--- src/rtl/regfile_pkg.sv ---
// Shared constants for the 16x16 register file: word width, register count,
// index width and the hardwired-zero register index.
package regfile_pkg;

  localparam int DATA_W   = 16;
  localparam int NUM_REGS = 16;
  localparam int IDX_W    = 4;

  localparam logic [IDX_W-1:0] R0_IDX = 4'd0;

  typedef logic [IDX_W-1:0] reg_idx_t;

endpackage : regfile_pkg

--- src/rtl/reg_word.sv ---
// One register word: WIDTH flops with synchronous clear (rst wins over write)
// and a write enable driven by the top-level write wordline.
module reg_word
  import regfile_pkg::*;
#(
  parameter int WIDTH = DATA_W
) (
  input  logic             clk,
  input  logic             rst,
  input  logic             wr_en,
  input  logic [WIDTH-1:0] wr_data,
  output logic [WIDTH-1:0] rd_data
);

  logic [WIDTH-1:0] word_q;
  logic [WIDTH-1:0] word_d;

  always_comb begin
    word_d = word_q;
    if (wr_en) begin
      word_d = wr_data;
    end
  end

  always_ff @(posedge clk) begin
    if (rst) begin
      word_q <= '0;
    end else begin
      word_q <= word_d;
    end
  end

  assign rd_data = word_q;

endmodule : reg_word

--- src/rtl/register_file_16x16.sv ---
// 16-entry register file, one write port and two combinational read ports, R0 reads zero.
// Define REGFILE_BYPASS_EN to forward same-cycle write data to a matching read port.
module register_file_16x16 #(
  parameter int DATA_W   = regfile_pkg::DATA_W,
  parameter int NUM_REGS = regfile_pkg::NUM_REGS
) (
  input  logic              clk,
  input  logic              rst,
  input  logic              WriteReg,
  input  logic [3:0]        DstReg,
  input  logic [DATA_W-1:0] DstData,
  input  logic [3:0]        SrcReg1,
  input  logic [3:0]        SrcReg2,
  output logic [DATA_W-1:0] SrcData1,
  output logic [DATA_W-1:0] SrcData2
);

  localparam int                            IDX_W   = regfile_pkg::IDX_W;
  localparam logic [IDX_W-1:0]              R0_IDX  = regfile_pkg::R0_IDX;
  localparam logic [NUM_REGS-1:0]           R0_MASK = NUM_REGS'(1) << R0_IDX;

  logic [NUM_REGS-1:0] wr_wl;
  logic [NUM_REGS-1:0] rd1_wl;
  logic [NUM_REGS-1:0] rd2_wl;
  logic [NUM_REGS-1:0] rd1_sel;
  logic [NUM_REGS-1:0] rd2_sel;
  logic [DATA_W-1:0]   word_val [NUM_REGS];
  logic [DATA_W-1:0]   stored1;
  logic [DATA_W-1:0]   stored2;

  genvar gi;
  generate
    for (gi = 0; gi < NUM_REGS; gi++) begin : g_word
      // R0 never receives a write wordline, so its storage stays at the reset value.
      assign wr_wl[gi]  = WriteReg && (DstReg == IDX_W'(gi)) && (IDX_W'(gi) != R0_IDX);
      assign rd1_wl[gi] = (SrcReg1 == IDX_W'(gi));
      assign rd2_wl[gi] = (SrcReg2 == IDX_W'(gi));

      reg_word #(
        .WIDTH (DATA_W)
      ) u_word (
        .clk     (clk),
        .rst     (rst),
        .wr_en   (wr_wl[gi]),
        .wr_data (DstData),
        .rd_data (word_val[gi])
      );
    end
  endgenerate

  // Masking the R0 read wordline keeps R0 reads at zero even before the first reset.
  assign rd1_sel = rd1_wl & ~R0_MASK;
  assign rd2_sel = rd2_wl & ~R0_MASK;

  always_comb begin
    stored1 = '0;
    stored2 = '0;
    for (int i = 0; i < NUM_REGS; i++) begin
      if (rd1_sel[i]) begin
        stored1 = stored1 | word_val[i];
      end
      if (rd2_sel[i]) begin
        stored2 = stored2 | word_val[i];
      end
    end
  end

`ifdef REGFILE_BYPASS_EN
  logic byp1;
  logic byp2;

  assign byp1 = WriteReg && !rst && (DstReg == SrcReg1) && (DstReg != R0_IDX);
  assign byp2 = WriteReg && !rst && (DstReg == SrcReg2) && (DstReg != R0_IDX);

  assign SrcData1 = byp1 ? DstData : stored1;
  assign SrcData2 = byp2 ? DstData : stored2;
`else
  assign SrcData1 = stored1;
  assign SrcData2 = stored2;
`endif

endmodule : register_file_16x16

--- config.mk ---
export PLATFORM = sky130hd
export DESIGN_NAME = register_file_16x16
export DESIGN_NICKNAME = d
export VERILOG_FILES = /design/src/rtl/regfile_pkg.sv /design/src/rtl/reg_word.sv /design/src/rtl/register_file_16x16.sv
export SDC_FILE = /design/constraint.sdc
export NUM_CORES = 1
export LEC_CHECK = 0
export BUFFER_PORTS_ARGS = -buffer_cell sky130_fd_sc_hd__buf_2
export CORE_MARGIN = 10
export CORE_UTILIZATION = 65
export CTS_CLUSTER_DIAMETER = 100
export DETAILED_ROUTE_END_ITERATION = 16
export GPL_TIMING_DRIVEN = 1
export PLACE_DENSITY = 0.91
export SLEW_MARGIN = 10
export SYNTH_ARGS = -nofsm -noshare
export SYNTH_HDL_FRONTEND = slang
export SYNTH_SLANG_ARGS = --single-unit
export TNS_END_PERCENT = 1
--- constraint.sdc ---
create_clock -name clk -period 3.5 [get_ports clk]
set_clock_uncertainty 0.05 [all_clocks]
set_input_delay 0.175 -clock clk [delete_from_list [all_inputs] [get_ports clk]]
set_output_delay 0.175 -clock clk [all_outputs]
set_load 0.01 [all_outputs]
==> results.md <==
- Status: finished clean
- Wire length per cell: 24.0 µm
- HPWL after detailed placement: roughly 27000 µm
- Layout area overhead: 9.14%
- Async set-reset flop share out of synthesis: 0
- Reg-to-reg endpoint: g_word[7].u_word.rd_data[6]
- Share of cells above drive strength 1: 0.0904
- Post-CTS resize count: 0
- Commonest cells in the netlist: 521 x nand2_1, 240 x a21oi_1, 240 x dfxtp_1
- Max FFs per register: 240
- Worst setup EP type: output pin
- Slew Viols, Final: 0
- Post-synth top flop: dfxtp_1
- Initial DRC Count: 1929
- RSZ-0062 raised after global routing: no
- Fin Setup TNS: 0 ns
- Drt pass-1 iters: 7
- Clock transition at path regs: approximately 0.060 ns
- Initial Util: 0.657
- Layout Cells excl Fill: about 1800
- I/O Buffers: 62
- Seq/Total Area, Yosys: 0.392
- Critical path launch point type: primary input
- Final hold violation count: 0
- Top post-synthesis cells by area: dfxtp_1 39%, nand2_1 16%, mux2i_1 10%
- CTS Buf Count: 25
- CTS tree: built
- Final Critical Period: between 2 and 3 ns
- Cell variety after synth: 33
- GRT overflow: 0
- Syn_nets: between 1500 and 2000
- EDFF count, synth: 0
- Hold WC Path Type: in -> reg
- Residual DRC: 0
- Fin crit share: 0.853
- Max Buffers Root-to-Sink: 3
- Reg2Reg Launch Point: g_word[7].u_word.rd_data[6]
- Most frequent cell after synthesis: nand2_1
- Die W: about 160 µm
- Antenna Cells: 0
- GPL Wtd Cong: between 1 and 1.5
- WHS Endpoint: g_word[5].u_word.rd_data[11]
- Fmax achieved: 0.335 GHz
- Hold Buf Count CTS: 12
- Total die area: 24700 µm²
- Setup violation total in the final timing report: 0
- Yosys top cell area share: 0.392
- Routed Antenna Nets: 0
- Pwr Density: 449 nW/µm²
- FF-to-FF setup slack: 2.70 ns
- Slew margin rel.: 0.319
- Post-CTS setup buffers: 0
- Seq cells post-synth: 240
- # rows: 50
- Die height: about 160 µm
- Placed insts: roughly 1700
- Max-cap violation count: 0
- Core ar.: 18600 µm²
- Crit-path max FO: 28
- Via count of the routed design: ~13000
- Number of global-route vias before repair: about 12000
- Hold path depth: 3
- Worst Path Required: 3.27 ns
- Final WL: 43000 µm
- Nets: 1575
- Leak pwr: between 0.004 and 0.005 µW
- Pin count of the biggest net entering global routing: roughly 100
- Vias per cell: about 7
- Critical Path AT: roughly 2.8 ns
- IO Pins: 63
- Peak supply drop: 432 µV
- Worst-Skew Late Latency: 0.54 ns
- Worst-Margin Slew: a little over 1 ns
- First-pass GRT wire length: about 66000 µm
- Mapped Area: around 12000 µm²
- Power Total: around 6000 µW
- Register-to-Register Path Depth: 2
- Critical path class: in -> out
- Post-Syn Instances: 1559
- Syn_area_per_cell: 7.85 µm²
- Clock tree sinks: 240
- Yosys warnings: 0
- Yosys top cell by area: dfxtp_1
- Hold path start: DstData[11]
- Core Util, Final: 0.717
- Antenna violations before repair: 0
- Cell at the root of the clock tree: clkbuf_16
- H-tree levels: 1
- GR Util All Layers: 0.335
[metrics by stage]
stage | hold WS [ns] | area, µm² | setup slack, ns
floorplan | 0.261 | 12200 | 1.72
global placement | 0.403 | 12400 | 1.02
detailed placement | 0.411 | 12400 | 0.946
CTS | 0.00235 | 13400 | 0.939
global route | 0.0125 | 13400 | 0.591
finish | 0.0192 | 13400 | 0.515
[layout by cell type (no fill, tap or decap), drive strengths merged, types with 32 or more instances in the layout]
master,count
mux2i,128
clkbuf,37
buf,90
dfxtp,240
a21oi,240
nand2,521
a22o,96
o22ai,32
[metal layers]
layer  part of all wire  vias up  track usage  wire [µm]
li1                   -     5469            -          -
met5                  0        -            0          0
met2               0.43     1114        0.512      18600
met4              0.085        0        0.242       3650
met1               0.34     5834        0.393      14500
met3               0.14      335       0.0993       6210
[layout make-up]
type / instances / area (µm²)
multi-input combinational: 1175 / 6770
tap: 234 / 293
clock inverter: 5 / 82.6
clock buffer: 37 / 741
timing repair buffer: 102 / 672
sequential: 240 / 4800
fill: 1411 / 5280
[kinds of logic (layout without fill, tap and decap cells)]
group | Yosys count | after routing | synth area share
multiplexers | 128 | 128 | 0.105
flip-flops | 240 | 240 | 0.392
AND/OR/NAND/NOR | 585 | 585 | 0.194
AO/OA/AOI/OAI | 462 | 462 | 0.253
buffers and inverters | 144 | 144 | 0.0559
[power by group]
part / switching, µW / internal, µW / total (µW) / leakage [µW]
registers: 28.1 / 2770 / 2790 / 0.00194
logic: 362 / 134 / 496 / 0.00263
clock network: 1110 / 1600 / 2710 / 0.000405
[worst max-delay path: stages]
cell	delay (ns)
buf_2	0.63
buf_12	0.31
mux2i_1	0.72
o22ai_1	0.16
a221o_1	0.32
a211o_1	0.25
buf_2	0.15
[how the worst max path moves through the flow]
stage | from | end | cells past startpoint
6_report | SrcReg2[0] | SrcData2[6] | 7
2_1_floorplan | SrcReg2[0] | SrcData2[3] | 6
4_1_cts | SrcReg1[0] | SrcData1[7] | 7
5_1_grt | SrcReg2[0] | SrcData2[6] | 7
3_5_place_dp | SrcReg1[0] | SrcData1[7] | 7
3_3_place_gp | SrcReg1[0] | SrcData1[5] | 7
Power figures use the tool's default switching activity.
